`config.mk`:
```
export PLATFORM = sky130hd
export DESIGN_NAME = neuron_block_param
export DESIGN_NICKNAME = d
export VERILOG_FILES = /design/src/rtl/neuron_block_param.sv
export SDC_FILE = /design/constraint.sdc
export NUM_CORES = 1
export LEC_CHECK = 0
export CAP_MARGIN = 20
export CORE_ASPECT_RATIO = 2
export CORE_UTILIZATION = 28
export DETAILED_ROUTE_END_ITERATION = 12
export GPL_TIMING_DRIVEN = 0
export PLACE_DENSITY_LB_ADDON = 0.1
export SLEW_MARGIN = 20
export SYNTH_ARGS = -nofsm -noshare
export SYNTH_HDL_FRONTEND = slang
export SYNTH_SLANG_ARGS = --single-unit
```
`constraint.sdc`:
```
create_clock -name clk -period 8.68 [get_ports clk]
set_clock_uncertainty 0.15 [all_clocks]
set_input_delay 1.736 -clock clk [delete_from_list [all_inputs] [get_ports clk]]
set_output_delay 1.736 -clock clk [all_outputs]
set_load 0.01 [all_outputs]
```
`src/rtl/neuron_block_param.sv`:
```
// Parametrised leaky integrate-and-fire neuron: integrates one timestep of axon
// beats, applies leak, saturates, thresholds, and registers spike/new potential.
module neuron_block_param #(
    parameter int PW         = 8,
    parameter int WW         = 8,
    parameter int N_AXONS    = 256,
    parameter int N_WTYPES   = 4,
    parameter int LEAK_MODE  = 0,
    parameter int RESET_MODE = 0,
    localparam int TW        = (N_WTYPES > 1) ? $clog2(N_WTYPES) : 1
) (
    input  logic                   clk,
    input  logic                   reset,
    input  logic                   enable_i,
    input  logic                   start_i,
    input  logic [PW-1:0]          voltage_potential_i,
    input  logic [PW-1:0]          pos_threshold_i,
    input  logic [PW-1:0]          neg_threshold_i,
    input  logic [PW-1:0]          leak_value_i,
    input  logic [PW-1:0]          pos_reset_i,
    input  logic [PW-1:0]          neg_reset_i,
    input  logic [N_WTYPES*WW-1:0] weights_i,
    input  logic                   axon_valid_i,
    input  logic                   axon_spike_i,
    input  logic [TW-1:0]          axon_type_i,
    output logic                   axon_ready_o,
    output logic                   busy_o,
    output logic                   done_o,
    output logic [PW-1:0]          new_potential_o,
    output logic                   spike_o
);

    // Accumulator is wide enough that N_AXONS worst-case weights cannot overflow it.
    localparam int AW = PW + $clog2(N_AXONS) + 1;
    localparam int CW = $clog2(N_AXONS);
    localparam int WX = (2 ** TW) * WW;

    typedef enum logic [1:0] {IDLE, INTEG, LEAK, FIRE} state_t;

    state_t state, next_state;

    logic [CW-1:0]        beat_count;
    logic signed [AW-1:0] acc;
    logic signed [PW-1:0] pos_thr, neg_thr, pos_rst, neg_rst;
    logic [PW-1:0]        leak;
    logic [WX-1:0]        weights;

    logic                 beat, last_beat;
    logic signed [WW-1:0] w_sel;
    logic signed [AW-1:0] w_ext, leak_ext, diff, acc_leaked, sat_hi, sat_lo;
    logic signed [PW-1:0] v, fire_potential;
    logic                 fire_spike;

    assign axon_ready_o = (state == INTEG) && enable_i;
    assign busy_o       = (state != IDLE);

    always_ff @(posedge clk or posedge reset) begin
        if (reset) state <= IDLE;
        else       state <= next_state;
    end

    always_comb begin
        next_state = state;
        if (!enable_i) begin
            next_state = IDLE;
        end else begin
            case (state)
                IDLE:  if (start_i) next_state = INTEG;
                INTEG: if (beat && last_beat) next_state = LEAK;
                LEAK:  next_state = FIRE;
                FIRE:  next_state = IDLE;
                default: next_state = IDLE;
            endcase
        end
    end

    // Weight table is padded to 2**TW entries so out-of-range types select zero.
    always_comb begin
        beat      = axon_valid_i && axon_ready_o;
        last_beat = (beat_count == CW'(N_AXONS - 1));
        w_sel     = weights[axon_type_i*WW +: WW];
        w_ext     = AW'(w_sel);
        leak_ext  = AW'(leak);
        diff      = '0;
        acc_leaked = acc;
        if (LEAK_MODE == 0) begin
            acc_leaked = acc - leak_ext;
        end else if (acc > 0) begin
            diff       = acc - leak_ext;
            acc_leaked = (diff < 0) ? '0 : diff;
        end else if (acc < 0) begin
            diff       = acc + leak_ext;
            acc_leaked = (diff > 0) ? '0 : diff;
        end
    end

    always_comb begin
        sat_hi = AW'(2 ** (PW - 1) - 1);
        sat_lo = AW'(-(2 ** (PW - 1)));
        if (acc > sat_hi)      v = PW'(sat_hi);
        else if (acc < sat_lo) v = PW'(sat_lo);
        else                   v = PW'(acc);
        fire_spike     = 1'b0;
        fire_potential = v;
        if (v >= pos_thr) begin
            fire_spike = 1'b1;
            if (RESET_MODE == 1) fire_potential = v - pos_thr;
            else                 fire_potential = pos_rst;
        end else if (v < neg_thr) begin
            fire_potential = neg_rst;
        end
    end

    always_ff @(posedge clk or posedge reset) begin
        if (reset) begin
            acc             <= '0;
            beat_count      <= '0;
            pos_thr         <= '0;
            neg_thr         <= '0;
            pos_rst         <= '0;
            neg_rst         <= '0;
            leak            <= '0;
            weights         <= '0;
            done_o          <= 1'b0;
            spike_o         <= 1'b0;
            new_potential_o <= '0;
        end else begin
            done_o <= 1'b0;
            case (state)
                IDLE: begin
                    if (start_i && enable_i) begin
                        acc        <= AW'($signed(voltage_potential_i));
                        pos_thr    <= pos_threshold_i;
                        neg_thr    <= neg_threshold_i;
                        pos_rst    <= pos_reset_i;
                        neg_rst    <= neg_reset_i;
                        leak       <= leak_value_i;
                        weights    <= WX'(weights_i);
                        beat_count <= '0;
                    end
                end
                INTEG: begin
                    if (!enable_i) begin
                        beat_count <= '0;
                    end else if (beat) begin
                        if (axon_spike_i) acc <= acc + w_ext;
                        beat_count <= last_beat ? '0 : beat_count + 1'b1;
                    end
                end
                LEAK: begin
                    if (enable_i) acc <= acc_leaked;
                end
                FIRE: begin
                    if (enable_i) begin
                        done_o          <= 1'b1;
                        spike_o         <= fire_spike;
                        new_potential_o <= fire_potential;
                    end
                end
                default: ;
            endcase
        end
    end

endmodule

```
-- Word level (Yosys, flattened, before mapping)
Cells that the tools add are included.
- flip-flop bits (word level): 109
- input port bits: 88
- output and inout bits: 12
- add/subtract/negate cells: 3
- $lt $le $gt $ge: 4
- equality and inequality tests: 12
- shift operators: 1
- mux-type cells: 22
- reductions and logical operators: 13
- operators with widths (kind ; number):
    17-bit two-way mux ; 5
    8-bit two-way mux ; 8
    17-bit one-hot mux with 3 select lines ; 1
    32-bit by 6-bit variable part select with 8-bit output ; 1
    17-bit by 8-bit adder with 17-bit output ; 1
    17-bit by 8-bit > comparator with 1-bit output (second input constant) ; 1
    17-bit by 8-bit less-than comparator with 1-bit output (second input constant) ; 1
    17-bit by 9-bit subtractor with 17-bit output ; 1
    8-bit one-hot mux with 2 select lines ; 1
    2-bit inequality test (second input constant) ; 5
    8-bit by 1-bit adder with 8-bit output (second input constant) ; 1
    8-bit equality test (second input constant) ; 1
    8-bit greater-or-equal comparator ; 1
    8-bit less-than comparator ; 1
    2-bit one-hot mux with 4 select lines ; 1
    2-bit two-way mux ; 3
    3-bit inequality test (second input constant) ; 2
    2-bit AND reduction ; 3
    6-bit AND reduction ; 1
    2-bit equality test (second input constant) ; 2
    1-bit logical AND ; 4
    2-bit nonzero test ; 2
    1-bit two-way mux ; 3
    3-bit by 2-bit inequality test with 1-bit output (second input constant) ; 1
    other kinds (4) ; 4

-- Logic depth before layout (Yosys ltp)
- word-level depth: 7
- gate-level depth with buffers: 15
- depth with buffers taken out: 14

-- Least setup slack after synthesis
OpenSTA, ideal clock, no wires.
- path type: input port to flip-flop
- start: in axon_type_i[1]
- end: reg acc[13]
- library setup time: 0.133 ns
- arrival time: 5.270 ns
- data required time: 8.397 ns
- setup slack: 3.127 ns
- stages: 15
- cell sequence: buf_2 > mux4_2 > inv_1 > ha_1 > nand4bb_1 > or3_1 > ha_1 > or2_2 > ha_1 > nand2_1 > o21ai_0 > o2111ai_1 > a21o_1 > a2111oi_0 > nor2_1
- cells in the longest elaborated chain, start to end: 6
- ends and longest elaborated chain (item ; line ; text):
    start: declaration ; 25 ; input logic [TW-1:0] axon_type_i,
    32-bit by 6-bit variable part select with 8-bit output ; 81 ; w_sel = weights[axon_type_i*WW +: WW];
    17-bit by 8-bit adder with 17-bit output ; 146 ; if (axon_spike_i) acc <= acc + w_ext;
    17-bit two-way mux ; 146 ;
    17-bit two-way mux ; 145 ; end else if (beat) begin
    17-bit two-way mux ; 143 ; if (!enable_i) begin
    17-bit one-hot mux with 3 select lines ; 129 ; case (state)
    end signal: assignment ; 132 ; acc <= AW'($signed(voltage_potential_i));
    end signal: assignment ; 146 ;
    end signal: assignment ; 151 ; if (enable_i) acc <= acc_leaked;
    end: declaration ; 43 ; logic signed [AW-1:0] acc;
No other way between the ends. The select of a mux whose other input is x is not followed.
A chain may end at the register's enable or synchronous reset.

-- Final worst setup path
- start: in axon_type_i[0]
- end: reg acc[13]
Same word-level chain as after synthesis.

==> results by group <==
Status
  • Status: completed

Setup path
  • CP max-delay cell: a2111oi_0
  • CP dominant cell by count: ha_1
  • Buf/Inv on CP: 2
  • Worst Path Required: a little under 9000 ps
  • Worst setup SP type: input port
  • Setup CP Type: input port to flip-flop
  • Crit path max fanout: 8
  • Crit path max-delay family: compound AO/OA/AOI/OAI gates
  • Crit-path cells: clkbuf_1 > mux4_2 > inv_1 > ha_1 > nand4bb_1 > or3_1 > ha_1 > or2_2 > ha_1 > a21oi_1 > o21ai_0 > o2111ai_1 > a211oi_1 > a2111oi_0 > nor2_1
  • CP Capture Type: flip-flop
  • Worst stage delay on the critical path: 480 ps
  • CP arrival: roughly 6100 ps

Clocking
  • Post CTS Setup Buffer Count: 0
  • Root buffer cell: clkbuf_16
  • H-tree lvl count: 3
  • Clk buf depth: 2
  • Clock sinks: about 110
  • Clock-pin slew of the registers on the worst-case setup and hold paths: 70 ps
  • CTS buffer count: 9
  • Clk_lat worst skew: 360 ps
  • Post_cts resized: 0
  • CTS tree: done
  • CTS Hold Buffers Added: 0

Die
  • Die W: approximately 110 um
  • Die area: between 20000 and 25000 um^2
  • # rows: 78
  • Initial Util: 0.284
  • Die Height: 216 um
  • # IOs: 100
  • Core area: around 23000 um^2

Detailed routing
  • Vias per cell: between 5 and 6
  • Avg WL per Cell: 18.4 um
  • DR pass1 iterations: 7
  • WL final: between 15000 and 20000 um
  • Residual DRC: 0
  • Vias: between 5000 and 6000
  • Antenna-violating nets left: 0
  • Initial DRC Count: around 180

GRT
  • Overflow after GRT: 0
  • Vias in the first global route: 5451
  • Pin count of the biggest net entering global routing: 68
  • Gr usage total: 0.169
  • First-pass GRT wire length: a little under 30000 um
  • Antenna violations before repair: 0

Cells and area
  • Filler Cells Inserted: approximately 2300
  • Most frequent cells in the layout: 109 x dfrtp_1, 96 x clkdlybuf4s50_1, 73 x mux2_2
  • Antenna Cells: 0
  • Footprint of the multi-input gates: roughly 3400 um^2
  • Commonest non-fill, non-tap cell in the layout: dfrtp_1
  • Area growth, synth to finish: 26.2%
  • Nets: roughly 840
  • FF+latch area: 2730 um^2
  • Layout cell share with drive strength beyond 1: 0.167

Yosys
  • Mapped Area: roughly 6400 um^2
  • Mean Syn Cell Area: ~11 um^2
  • Synthesized flop and latch total: approximately 110
  • Net Count, Synth: 735
  • EDFF count, synth: 0
  • Ys async rst share: 1.00
  • Number of distinct library cells after synthesis: 65
  • Synthesis Warnings: 0
  • Post-Synthesis Cells: 606
  • Register area share after synthesis: 0.424
  • Ys flop type: dfrtp_1

STA
  • Final min period: between 5000 and 6000 ps
  • Final hold violations: 0
  • Setup TNS: 0 ps
  • Worst slew margin: 0.380
  • Max-slew violations: 0
  • Endpoints failing setup: 0
  • Period Utilization, post-route: 0.691
  • Worst-margin pin slew: 926 ps
  • Max Clk Rate: 167 MHz
  • Final WS setup: 2690 ps
  • Unrepaired setup endpoints after global routing: false

Pwr
  • Pwr dens: 413 nW/um^2
  • Pwr Total: 3.35 mW
  • VDD IR max: 0.000126 V
  • P_leak: about 3.5 nW

Placement
  • Final HPWL DP: approximately 15000 um
  • PortBufs: 96
  • Dpl ws: roughly 2400 ps
  • GP Congestion: about 0.9

Min path
  • Hold/Removal Path Class: flip-flop to flip-flop

Run
  • Total of max-cap violations: 0
## registers in the layout (all words and copies together) (netlist names), 2 cells and up
register	count
pos_rst	8
acc	17
leak	8
new_potential_o	8
beat_count	8
state	2
neg_thr	8
neg_rst	8
pos_thr	8
weights	32
## cell families (layout without fill, tap and decap cells)
kind of cell,Yosys count,in the layout,synth area share
AO/OA/AOI/OAI,142,142,0.150
multiplexers,94,94,0.177
buffers and inverters,67,180,0.0417
XOR/XNOR,11,11,0.0150
AND/OR/NAND/NOR,142,142,0.111
adder cells (fa/ha/maj),41,41,0.0810
flip-flops,109,109,0.424
## routing by layer
| metal | wire [um] | vias to the layer above | GRT usage | share of wire |
|---|---|---|---|---|
| li1 | - | 2409 | - | - |
| met1 | 6990 | 2502 | 0.182 | 0.38 |
| met2 | 10100 | 106 | 0.309 | 0.55 |
| met3 | 582 | 30 | 0.0241 | 0.032 |
| met4 | 756 | 0 | 0.0883 | 0.041 |
| met5 | 0 | - | 0 | 0 |
## power breakdown
part	switching, mW	internal, mW	leakage [nW]	total (mW)
Clock	0.197	0.278	0.165	0.475
Sequential	0.161	0.748	1.32	0.909
Combinational	1.08	0.885	1.99	1.97
## worst paths after layout
check | cells after the start | end | slack [ps] | start
worst max-delay path | 15 | acc[13] | 2690 | axon_type_i[0]
max in group asynchronous | 3 | acc[7] | 6060 | reset
min in group asynchronous | 2 | pos_rst[1] | 1620 | reset
worst max register to register | 14 | acc[13] | 4090 | weights[0]
worst min register to register | 2 | new_potential_o[1] | 350 | new_potential_o[1]
worst min-delay path | 2 | new_potential_o[1] | 350 | new_potential_o[1]
## metrics by stage
step / instance area [um^2] / util / hold slack, ps / instances
6_report: 8110 / 0.358 / 346 / 999
5_1_grt: 8110 / 0.358 / 367 / 999
4_1_cts: 8110 / 0.358 / 349 / 999
3_5_place_dp: 7770 / 0.343 / 332 / 983
3_3_place_gp: 7740 / 0.342 / 321 / 982
2_1_floorplan: 6430 / - / 307 / 606
## synthesized netlist by cell type (5+ instances only)
cell / number / area (um^2)
a21o_1: 13 / 97.6
a211oi_1: 8 / 60.1
nor2_1: 28 / 105
o21ai_0: 43 / 215
mux2i_1: 12 / 120
nand3_1: 11 / 55.1
or3_1: 6 / 37.5
mux2_2: 73 / 822
dfrtp_1: 109 / 2730
nand2_1: 54 / 203
inv_1: 44 / 165
clkbuf_1: 19 / 71.3
xnor2_1: 7 / 61.3
ha_1: 40 / 500
a31oi_1: 7 / 43.8
nor3_1: 6 / 30.0
a21oi_1: 25 / 125
and3_1: 5 / 31.3
nor2b_1: 5 / 31.3
mux4_2: 8 / 180
nand2b_1: 7 / 43.8
o21a_1: 5 / 37.5
o221ai_1: 7 / 61.3
## worst min-delay path, delay by kind of cell (launching register included)
kind,cells,cell delay [ps]
AO/OA/AOI/OAI,1,60
flip-flops,1,350
AND/OR/NAND/NOR,1,50
## layout make-up
cell class | count | area share
clock buffers | 12 | 0.0329
flip-flops and latches | 109 | 0.336
well taps | 280 | 0.0432
repair buffers | 97 | 0.122
clock inverters | 4 | 0.00941
plain buffers | 23 | 0.0126
multi-input cells | 430 | 0.423
inverters | 44 | 0.0210
Note: power is estimated with default switching activity, not from simulation.
